### config.mk
export PLATFORM = sky130hd
export DESIGN_NAME = spi_slv16
export DESIGN_NICKNAME = d
export VERILOG_FILES = /design/src/rtl/inert_model_pkg.sv /design/src/rtl/inert_sensor_model_spi.sv
export SDC_FILE = /design/constraint.sdc
export NUM_CORES = 1
export LEC_CHECK = 0
export CORE_MARGIN = 3
export CORE_UTILIZATION = 32
export CTS_CLUSTER_SIZE = 30
export DETAILED_ROUTE_END_ITERATION = 6
export SYNTH_ARGS = -nofsm -noshare
export SYNTH_HDL_FRONTEND = slang
export SYNTH_SLANG_ARGS = --single-unit
### constraint.sdc
create_clock -name clk -period 2.1 [get_ports clk]
set_input_delay 0.42 -clock clk [delete_from_list [all_inputs] [get_ports clk]]
set_output_delay 0.42 -clock clk [all_outputs]
set_load 0.03 [all_outputs]
### src/rtl/inert_model_pkg.sv
// ---------------------------------------------------------------------------
// inert_model_pkg
//   Shared constants and types for the inertial sensor model:
//   register addresses, the operating values of the config registers,
//   the default WHO_AM_I identity and the SPI responder state type.
// ---------------------------------------------------------------------------
package inert_model_pkg;

  localparam int DATA_W = 16;

  // Register map (7-bit addresses)
  localparam logic [6:0] ADDR_INT1_CTRL = 7'h0D;
  localparam logic [6:0] ADDR_WHO_AM_I  = 7'h0F;
  localparam logic [6:0] ADDR_CTRL1_XL  = 7'h10;
  localparam logic [6:0] ADDR_CTRL2_G   = 7'h11;
  localparam logic [6:0] ADDR_CTRL5     = 7'h14;
  localparam logic [6:0] ADDR_PTCHL     = 7'h22;
  localparam logic [6:0] ADDR_PTCHH     = 7'h23;
  localparam logic [6:0] ADDR_AZL       = 7'h2C;
  localparam logic [6:0] ADDR_AZH       = 7'h2D;

  // Values the host writes to bring the sensor into operating mode
  localparam logic [7:0] OP_INT1_CTRL = 8'h02;
  localparam logic [7:0] OP_CTRL1_XL  = 8'h53;
  localparam logic [7:0] OP_CTRL2_G   = 8'h50;
  localparam logic [7:0] OP_CTRL5     = 8'h60;

  localparam logic [7:0] WHO_AM_I_DFLT = 8'h6A;

  typedef enum logic [1:0] {IDLE, CMD, DATA, DONE} spi_state_t;

endpackage

### src/rtl/inert_sensor_model_spi.sv
// ---------------------------------------------------------------------------
// spi_slv16
//   16-bit SPI mode-3 responder. SS_n/SCLK/MOSI are resynchronised to clk;
//   MOSI is sampled on SCLK rise, MISO advances on SCLK fall.
// Ports
//   clk, rst_n     system clock / async active-low reset
//   ss_n,sclk,mosi raw SPI inputs (asynchronous to clk)
//   rd_byte        read data for the addressed register (used when cmd_vld)
//   miso           serial read data, 0 while SS_n is high
//   ss_idle        synchronised SS_n level (1 = no frame in progress)
//   ss_rise        1-clk pulse on synchronised SS_n rise
//   cmd_vld        1-clk pulse on the clk the 8th SCLK rise is detected
//   frm_done       1-clk pulse on the clk the 16th SCLK rise is detected
//   cmd_byte       {R/W, addr}; live during CMD, held afterwards
//   data_byte      second byte of the frame, valid with frm_done
// ---------------------------------------------------------------------------
module spi_slv16
  import inert_model_pkg::*;
(
  input  logic       clk,
  input  logic       rst_n,
  input  logic       ss_n,
  input  logic       sclk,
  input  logic       mosi,
  input  logic [7:0] rd_byte,
  output logic       miso,
  output logic       ss_idle,
  output logic       ss_rise,
  output logic       cmd_vld,
  output logic       frm_done,
  output logic [7:0] cmd_byte,
  output logic [7:0] data_byte
);

  logic ss_ff1, ss_ff2, ss_ff3;
  logic sclk_ff1, sclk_ff2, sclk_ff3;
  logic mosi_ff1, mosi_ff2;
  logic ss_fall, sclk_rise, sclk_fall;

  spi_state_t  state;
  logic [3:0]  bit_cnt;
  logic [7:0]  rx_sr;
  logic [7:0]  cmd_q;
  logic [15:0] shift_reg;

  // SS flops reset low so that a frame still open across reset produces
  // no fall; only a genuine high-to-low transition starts the next frame.
  always_ff @(posedge clk or negedge rst_n) begin
    if (!rst_n) begin
      ss_ff1   <= 1'b0;
      ss_ff2   <= 1'b0;
      ss_ff3   <= 1'b0;
      sclk_ff1 <= 1'b1;
      sclk_ff2 <= 1'b1;
      sclk_ff3 <= 1'b1;
      mosi_ff1 <= 1'b0;
      mosi_ff2 <= 1'b0;
    end else begin
      ss_ff1   <= ss_n;
      ss_ff2   <= ss_ff1;
      ss_ff3   <= ss_ff2;
      sclk_ff1 <= sclk;
      sclk_ff2 <= sclk_ff1;
      sclk_ff3 <= sclk_ff2;
      mosi_ff1 <= mosi;
      mosi_ff2 <= mosi_ff1;
    end
  end

  assign ss_fall   = ss_ff3 & ~ss_ff2;
  assign ss_rise   = ss_ff2 & ~ss_ff3;
  assign sclk_rise = sclk_ff2 & ~sclk_ff3;
  assign sclk_fall = ~sclk_ff2 & sclk_ff3;
  assign ss_idle   = ss_ff2;

  assign cmd_vld   = (state == CMD)  && sclk_rise && (bit_cnt == 4'd7)  && !ss_rise;
  assign frm_done  = (state == DATA) && sclk_rise && (bit_cnt == 4'd15) && !ss_rise;
  assign cmd_byte  = (state == CMD) ? {rx_sr[6:0], mosi_ff2} : cmd_q;
  assign data_byte = {rx_sr[6:0], mosi_ff2};
  assign miso      = ~ss_ff2 & shift_reg[15];

  always_ff @(posedge clk or negedge rst_n) begin
    if (!rst_n) begin
      state     <= IDLE;
      bit_cnt   <= 4'd0;
      rx_sr     <= 8'h00;
      cmd_q     <= 8'h00;
      shift_reg <= 16'h0000;
    end else if (ss_rise) begin
      state     <= IDLE;
      shift_reg <= 16'h0000;
    end else begin
      case (state)
        IDLE: begin
          if (ss_fall) begin
            state     <= CMD;
            bit_cnt   <= 4'd0;
            rx_sr     <= 8'h00;
            shift_reg <= 16'h0000;
          end
        end
        CMD: begin
          if (sclk_rise) begin
            rx_sr   <= {rx_sr[6:0], mosi_ff2};
            bit_cnt <= bit_cnt + 4'd1;
            if (bit_cnt == 4'd7) begin
              state <= DATA;
              cmd_q <= {rx_sr[6:0], mosi_ff2};
              // rx_sr[6] holds the R/W bit at this point
              if (rx_sr[6])
                shift_reg <= {rd_byte, 8'h00};
            end
          end
        end
        DATA: begin
          if (sclk_rise) begin
            rx_sr   <= {rx_sr[6:0], mosi_ff2};
            bit_cnt <= bit_cnt + 4'd1;
            if (bit_cnt == 4'd15) begin
              state     <= DONE;
              shift_reg <= 16'h0000;
            end
          end else if (sclk_fall && (bit_cnt >= 4'd9)) begin
            // The fall right after bit 8 keeps the freshly loaded MSB on MISO;
            // each later fall presents the next bit.
            shift_reg <= {shift_reg[14:0], 1'b0};
          end
        end
        DONE: begin
          // Extra SCLKs are ignored until SS_n rises.
        end
        default: state <= IDLE;
      endcase
    end
  end

endmodule

==> results of run 1 <==
## per-stage QoR
stage / hold WS (ns) / setup WS [ns] / total power [mW] / setup TNS [ns]
2_1_floorplan: 0.124 / 0.000116 / 1.71 / 0
3_3_place_gp: 0.290 / -0.139 / 2.08 / -1.29
3_5_place_dp: 0.291 / -0.219 / 2.12 / -2.90
4_1_cts: 0.358 / -0.0114 / 2.85 / -0.0114
5_1_grt: 0.362 / -0.0631 / 3.16 / -0.0631
6_report: 0.355 / -0.00119 / 2.96 / -0.00119
## final timing paths
path / startpoint / to / slack, ns / cells after the start
max: state[1] / cmd_vld / -0.001 / 6
max in group asynchronous: rst_n / sclk_ff1 / 1.07 / 3
min in group asynchronous: rst_n / ss_ff1 / 0.52 / 2
max reg2reg: bit_cnt[0] / shift_reg[8] / 0.07 / 6
min: ss_ff1 / ss_idle / 0.35 / 0
min reg2reg: ss_ff1 / ss_idle / 0.35 / 0
## synth_stat cells, drive strengths merged, types with 2 or more instances
| cell | number |
|---|---|
| or2b | 2 |
| nand3 | 3 |
| nand2b | 2 |
| ha | 9 |
| nor2 | 6 |
| buf | 3 |
| a21o | 2 |
| nand2 | 5 |
| a22o | 22 |
| nand3b | 2 |
| clkbuf | 3 |
| nor2b | 2 |
| a21oi | 2 |
| dfstp | 3 |
| mux2 | 17 |
| a211o | 2 |
| inv | 10 |
| dfrtp | 34 |
| or3 | 2 |
## what timing repair did
action                                  4_1_cts  5_1_grt
pin swaps                                     3        3
endpoints found under the setup margin       27       22
setup buffers                                 7        3
endpoints found under the hold margin         7        0
resized for setup                            36       29
hold buffers                                  1        0
## power breakdown
part	total [mW]	internal (mW)	switching [mW]	leakage, nW
Clock	0.624	0.387	0.237	0.0585
Combinational	1.36	0.684	0.677	0.685
Sequential	0.976	0.844	0.132	0.481
## routing by layer
metal / up-vias / GRT usage, % / wire, um
li1: 648 / - / -
met1: 680 / 17.4 / 1960
met2: 36 / 22.9 / 2090
met3: 7 / 3.84 / 236
met4: 0 / 5.48 / 62
met5: - / 0 / 0
## kinds of logic (layout without fill, tap and decap cells)
kind of cell / after synthesis / count (layout) / share of synthesized area, %
muxes: 17 / 17 / 10.6
AOI/OAI and AO/OA: 36 / 36 / 17.9
buffers and inverters: 16 / 74 / 4.08
and+or+nand+nor: 32 / 32 / 10.7
adders and majority gates: 9 / 9 / 6.12
DFF: 37 / 37 / 50.5
## layout make-up
type                    instances  area share (%)
flip-flops and latches         37            36.1
inverters                      10            1.55
well taps                      70            3.40
clock buffers                   7            3.35
repair buffers                 56            18.1
multi-input cells              94            36.3
clock inverters                 1            1.16
==> results.py, run 1 <==
metrics = {
    "finish": {
        "final_cell_area_sq_um": 2580,
        "multi_input_area_sq_um": 936,
        "insertedDiodeCount": 0,
        "final_common_cell": "dfrtp_1",
        "final_util_pct": 48.3,
        "fin_cells": 275,
        "regArea_sq_um": 932,
        "layout_common_cells": "dfrtp_1, buf_4, clkdlybuf4s50_1",
        "num-nets-final": 226,
        "fill_cells": 499,
        "layout-drive-gt1-share_pct": 43.9,
        "area_delta_synth_final_pct": 40.1,
    },
    "yosys": {
        "synth_area_leaders": "dfrtp_1, mux2_2, a22o_1",
        "ys_warn_count": 0,
        "ys_seq_area_share_pct": 50.5,
        "synthDistinctLibCells": 40,
        "synth_edf_count": 0,
        "synth-main-ff-cell": "dfrtp_1",
        "synth.avg_cell_area_sq_um": 12.5,
        "ys_async_sr_fraction_pct": 100,
        "netlist_instances": 147,
        "ys_ff_latch": 37,
        "synth_area_sq_um": 1840,
        "yosysTopAreaCell": "dfrtp_1",
        "synth_top_area_share_pct": 46.2,
        "synth_nets": 169,
    },
    "clocking": {
        "clockBufferDepth": 2,
        "cts_tree": "done",
        "clock-sinks": 37,
        "cts_root_buf": "clkbuf_8",
        "numCtsBuffers": 5,
        "insertion_delay_ns": 0.29,
        "h-tree-depth": 2,
        "clkTransAtPathRegs_ns": 0.07,
    },
    "flow_run": {
        "maxCapViolations": 0,
    },
    "sta": {
        "rsz0062_at_grt": "true",
        "skew_ns": 0.00370,
        "period_minus_slack_ns": 2.10,
        "max_freq_ghz": 0.476,
        "slew_headroom_pct": 56.4,
        "finalMaxSlewViolations": 0,
        "finalCritPeriodShare_pct": 100,
        "fin_ws_ns": -0.00119,
        "worstMarginPinSlew_ns": 0.650,
        "hold_viol": 0,
        "finalSetupViolCount": 1,
    },
    "floorplan": {
        "dieHeight_um": 81.8,
        "row_count": 26,
        "dieArea_sq_um": 6700,
        "start_util_pct": 34.5,
        "ios": 34,
        "core_sq_um": 5340,
        "die_x_um": 81.8,
    },
    "global_routing": {
        "grt_pass1_vias": 1497,
        "antenna_found_initial": 0,
        "grt_pass1_wl_um": 7040,
        "grtUsageTotal_pct": 14.0,
        "grt_max_degree": 16,
        "gr-total-overflow": 0,
    },
    "setup_path": {
        "crit_path_cell_trace": "inv_2, ha_4, or2b_4, or3_4, inv_2, buf_6",
        "cp_num_buf_inv": 3,
        "startpoint_type": "flop",
        "crit_path_frequent_cell": "inv_2",
        "path_max_fanout": 3,
        "crit_path_top_delay_cell": "dfrtp_1",
        "arrival_ns": 1.68,
        "crit_family": "simple AND/OR/NAND/NOR gates",
        "crit_type": "reg2out",
        "endpoint_kind": "primary output",
        "required_ns": 1.68,
        "slowest_delay_ns": 0.39,
    },
    "pwr": {
        "cellPowerDensity_nw_per_um2": 1150,
        "peakVddDrop_mv": 0.573,
        "power.leakage_nw": 1.23,
    },
    "place": {
        "placed_area_sq_um": 2310,
        "io_buffer_count": 33,
        "place_congestion": 0.839,
        "hpwl_um": 2910,
        "dp_cells": 256,
    },
    "drt": {
        "wire_per_inst_um": 15.8,
        "vias": 1371,
        "first_pass_iters": 4,
        "antenna_left": 0,
        "drc": 0,
        "vias_per_cell": 4.99,
        "routed_wirelength_um": 4350,
        "detail_route.iter0.violations": 54,
    },
    "run_status": {
        "violations": "setup timing",
        "outcome": "finished, violations left",
    },
    "min_path": {
        "hp-class": "reg2reg",
    },
}
No activity file was read; power rests on OpenSTA's default activity.
==> inputs of run 2 (changes only) <==
- PLACE_DENSITY_LB_ADDON: default -> 0.25
==> run 2 against run 1 <==
  * The run still ends with setup timing left
  * Clock skew rose by 0.0041 ns
  * Sequential cell count did not move
  * Worst hold slack got worse by 0.0010 ns
  * Critical endpoint unchanged
  * Largest power group unchanged
==> results.py, run 2 (synthesis results as in run 1) <==
metrics = {
    "run_status": {
        "outcome": "finished, violations left",
        "violations": "setup timing",
    },
    "setup_path": {
        "crit_type": "reg2out",
        "endpoint_kind": "primary output",
        "path_max_fanout": 3,
        "startpoint_type": "flop",
        "required_ns": 1.68,
        "arrival_ns": 1.78,
    },
    "sta": {
        "max_freq_ghz": 0.454,
        "finalMaxSlewViolations": 0,
        "period_minus_slack_ns": 2.20,
        "skew_ns": 0.00785,
        "rsz0062_at_grt": "true",
        "finalCritPeriodShare_pct": 105,
        "slew_headroom_pct": 65.7,
        "fin_ws_ns": -0.103,
        "hold_viol": 0,
        "worstMarginPinSlew_ns": 0.513,
        "finalSetupViolCount": 1,
    },
    "min_path": {
        "hp-class": "reg2reg",
    },
    "finish": {
        "final_common_cell": "dfrtp_1",
        "final_cell_area_sq_um": 2590,
        "layout-drive-gt1-share_pct": 44.0,
        "final_util_pct": 48.5,
        "layout_common_cells": "dfrtp_1, buf_4, clkdlybuf4s50_1",
        "num-nets-final": 228,
        "insertedDiodeCount": 0,
        "fin_cells": 277,
        "area_delta_synth_final_pct": 40.7,
    },
    "global_routing": {
        "grtUsageTotal_pct": 13.6,
        "grt_max_degree": 16,
        "gr-total-overflow": 0,
        "antenna_found_initial": 0,
        "grt_pass1_wl_um": 6930,
        "grt_pass1_vias": 1444,
    },
    "place": {
        "hpwl_um": 2970,
        "io_buffer_count": 33,
        "place_ws_ns": -0.00384,
        "dp_cells": 259,
        "place_congestion": 0.909,
        "placed_area_sq_um": 2340,
    },
    "floorplan": {
        "start_util_pct": 34.5,
        "die_x_um": 81.8,
        "dieHeight_um": 81.8,
        "row_count": 26,
        "core_sq_um": 5340,
        "ios": 34,
        "dieArea_sq_um": 6700,
    },
    "flow_run": {
        "maxCapViolations": 0,
    },
    "pwr": {
        "p_int_mw": 1.86,
        "clockPowerShare_pct": 15.9,
        "peakVddDrop_mv": 0.559,
        "p_sw_share_pct": 36.7,
        "p_seq_share_pct": 33.5,
        "switchingPower_mw": 1.08,
        "total_power_mw": 2.93,
        "combPwrFrac_pct": 50.6,
        "power.leakage_nw": 1.21,
        "cellPowerDensity_nw_per_um2": 1130,
    },
    "clocking": {
        "h-tree-depth": 2,
        "cts_tree": "done",
        "clock-sinks": 37,
        "numCtsBuffers": 5,
        "insertion_delay_ns": 0.29,
        "clockBufferDepth": 2,
        "clkTransAtPathRegs_ns": 0.07,
        "cts_root_buf": "clkbuf_8",
    },
    "drt": {
        "wire_per_inst_um": 15.9,
        "antenna_left": 0,
        "vias": 1412,
        "drc": 0,
        "routed_wirelength_um": 4390,
        "detail_route.iter0.violations": 67,
        "vias_per_cell": 5.10,
        "first_pass_iters": 4,
    },
}
==> run 2: cell count changes in the layout (fill, tap and decap cells not counted), sizes merged <==
cell | before | now
clkinv | 0 | 2
buf | 34 | 35
dlymetal6s2s | 1 | 0
bufinv | 1 | 0
clkdlybuf4s50 | 20 | 22
clkbuf | 7 | 6
==> run 2: worst max-delay path: stages, from the launching register on <==
cell	delay [ns]
dfrtp_1	0.39
inv_2	0.08
ha_4	0.13
buf_6	0.09
or2b_4	0.26
or3_4	0.35
inv_2	0.06
buf_6	0.12
==> run 2: final timing paths <==
check	from	end	slack, ns	cells past startpoint
min in group asynchronous	rst_n	state[1]	0.51	2
worst min register to register	ss_ff1	ss_idle	0.35	0
worst max register to register	state[0]	shift_reg[11]	0.02	9
max in group asynchronous	rst_n	sclk_ff3	1.08	3
worst min-delay path	ss_ff1	ss_idle	0.35	0
worst max-delay path	state[1]	cmd_vld	-0.10	7
==> run 2: cell type report <==
cell class              count  area, sq um
fillers                   491         2750
multi-input cells          94          945
flip-flops and latches     37          932
repair buffers             58          503
well taps                  70         87.6
clock buffers               6         72.6
inverters                  10         40.0
clock inverters             2         10.0
==> run 2: power by group through the flow <==
stage	logic (mW)	clock network, mW	registers (mW)
floorplan	0.723	0	0.987
finish	1.48	0.466	0.983
detailed placement	1.18	0	0.972
global placement	1.15	0	0.966
global route	1.61	0.517	1.00
CTS	1.28	0.488	0.967
==> run 2: per-layer routing <==
metal  GRT usage (%)  up-vias  routed length [um]
met2            22.9       39                2160
met3            4.06        9                 253
met4            4.98        0                  97
met5               0        -                   0
met1            16.5      709                1890
li1                -      655                   -
==> run 2: timing repair <==
item	in CTS	in global routing
endpoints found under the hold margin	7	0
pin swaps	2	8
hold buffers	1	0
setup buffers	4	7
gates resized for setup	44	31
setup endpoints to repair	10	30
==> run 2: per-stage QoR <==
stage / hold WS [ns] / setup TNS, ns
after global routing: 0.361 / -0.323
after detailed placement: 0.279 / -0.00384
after CTS: 0.358 / -0.176
after floorplan: 0.124 / 0
after global placement: 0.284 / 0
final: 0.353 / -0.103
==> inputs of run 3 (changes only) <==
- CELL_PAD_IN_SITES_DETAIL_PLACEMENT: default -> 1
- CELL_PAD_IN_SITES_GLOBAL_PLACEMENT: default -> 1
==> run 3 against run 2 <==
  * The flow now finishes without violations
  * Worst setup slack improved by 0.11 ns
  * Sequential power rose by 1%
  * Sequential share of layout area decreased by 0.17 points
  * Cell count rose by 0.36%
  * Non-clock buffer count rose by 2
  * Cell area increased by 0.48%
  * Clock skew hardly changed
  * Maximum frequency is 5.4% higher
  * Register-to-register slack gained 0.06 ns
  * Wire length grew 15%
  * First-iteration DRC count is 39% higher
  * Global-route usage grew 2.8 points
  * Largest power group unchanged
==> results.py, run 3 (synthesis results as in run 1) <==
metrics = {
    "finish": {
        "area_delta_synth_final_pct": 41.4,
        "fill_cells": 569,
        "final_common_cell": "dfrtp_1",
        "layout_common_cells": "dfrtp_1, buf_4, clkdlybuf4s50_1",
        "multi_input_area_sq_um": 957,
        "num-nets-final": 230,
        "fin_cells": 278,
        "layout-drive-gt1-share_pct": 45.2,
        "insertedDiodeCount": 0,
        "regArea_sq_um": 932,
    },
    "setup_path": {
        "required_ns": 1.68,
        "startpoint_type": "flop",
        "path_max_fanout": 2,
        "arrival_ns": 1.67,
        "crit_type": "reg2out",
        "endpoint_kind": "primary output",
    },
    "floorplan": {
        "row_count": 26,
        "ios": 34,
        "dieArea_sq_um": 6700,
        "dieHeight_um": 81.8,
        "core_sq_um": 5340,
        "die_x_um": 81.8,
        "start_util_pct": 34.5,
    },
    "place": {
        "hpwl_um": 3190,
        "dp_cells": 257,
        "io_buffer_count": 33,
        "place_congestion": 0.750,
    },
    "clocking": {
        "h-tree-depth": 2,
        "clock-sinks": 37,
        "cts_root_buf": "clkbuf_8",
        "numCtsBuffers": 5,
        "hold_buffers": 0,
        "cts_tree": "done",
        "clkTransAtPathRegs_ns": 0.07,
        "clockBufferDepth": 2,
        "insertion_delay_ns": 0.29,
    },
    "sta": {
        "finalMaxSlewViolations": 0,
        "rsz0062_at_grt": "true",
        "hold_viol": 0,
        "finalCritPeriodShare_pct": 99.5,
        "skew_ns": 0.00818,
        "period_minus_slack_ns": 2.09,
        "slew_headroom_pct": 67.9,
        "worstMarginPinSlew_ns": 0.479,
        "hold_ws_ns": 0.179,
        "finalSetupViolCount": 0,
        "max_freq_ghz": 0.479,
    },
    "global_routing": {
        "grt_max_degree": 38,
        "grtUsageMet2_pct": 27.0,
        "grt_pass1_vias": 1608,
        "busiest_layer": "met2",
        "grt_pass1_wl_um": 8200,
        "antenna_found_initial": 0,
        "grtUsageTotal_pct": 16.4,
        "grt_use_met3_pct": 4.28,
        "met1_usage_pct": 20.0,
        "gr-total-overflow": 0,
    },
    "drt": {
        "vias": 1436,
        "drc": 0,
        "detail_route.iter0.violations": 93,
        "antenna_left": 0,
        "routed_wirelength_um": 5060,
        "vias_per_cell": 5.17,
        "first_pass_iters": 4,
        "wire_per_inst_um": 18.2,
    },
    "pwr": {
        "peakVddDrop_mv": 0.553,
        "cellPowerDensity_nw_per_um2": 1140,
        "power.leakage_nw": 1.24,
    },
    "flow_run": {
        "maxCapViolations": 0,
    },
    "min_path": {
        "hp-class": "in2async",
    },
    "run_status": {
        "outcome": "finished, final reports clean",
    },
}
run 3: stage by stage:
step                setup slack [ns]  instance area [sq um]  util, %  total power, mW  TNS, ns
floorplan                   0.000116                   1850        -             1.71        0
global placement              -0.142                   2320     43.5             2.11    -1.48
detailed placement            -0.192                   2320     43.5             2.18    -3.21
CTS                          -0.0314                   2510     47.0             2.79  -0.0378
global route                 -0.0581                   2600     48.8             3.18  -0.0902
finish                        0.0110                   2600     48.8             2.98        0
run 3: timing repair:
action,in CTS,in global routing
endpoints found under the setup margin,27,16
buffers inserted,11,5
pin swaps,3,7
resized for setup,49,22
run 3: layout make-up:
cell class | instances | share of cell area (%)
Clock buffer | 7 | 3.32
Multi-Input combinational cell | 94 | 36.8
Tap cell | 70 | 3.37
Sequential cell | 37 | 35.8
Timing Repair Buffer | 60 | 19.2
Inverter | 10 | 1.54
run 3: path summary, 6_finish.rpt:
| check | start | endpoint | slack [ns] | cells past startpoint |
|---|---|---|---|---|
| setup / recovery | state[1] | cmd_vld | 0.01 | 6 |
| hold / removal | rst_n | bit_cnt[2] | 0.18 | 2 |
| min in group clk | ss_ff1 | ss_idle | 0.35 | 0 |
| setup reg to reg | bit_cnt[0] | shift_reg[10] | 0.08 | 7 |
| hold reg to reg | ss_ff1 | ss_idle | 0.35 | 0 |
| max in group asynchronous | rst_n | ss_idle | 1.56 | 2 |
run 3: critical path, stage by stage, from the launching register on:
cell and delay (ns):
dfrtp_1 0.39, inv_2 0.09, ha_4 0.13, or2b_4 0.26, or3_4 0.34, inv_2 0.06, buf_6 0.12
run 3: routing by layer:
metal	up-vias	wire length, um	share of wire (%)
met2	34	2590	51
met1	736	2150	42
met3	11	191	3.8
met4	0	123	2.4
li1	655	-	-
met5	-	0	0
run 3: report_power, final:
part           leakage [nW]  internal, mW  switching [mW]  total [mW]
clock                0.0443         0.260           0.234       0.494
sequential            0.481         0.844           0.149       0.994
combinational         0.715         0.739           0.750        1.49
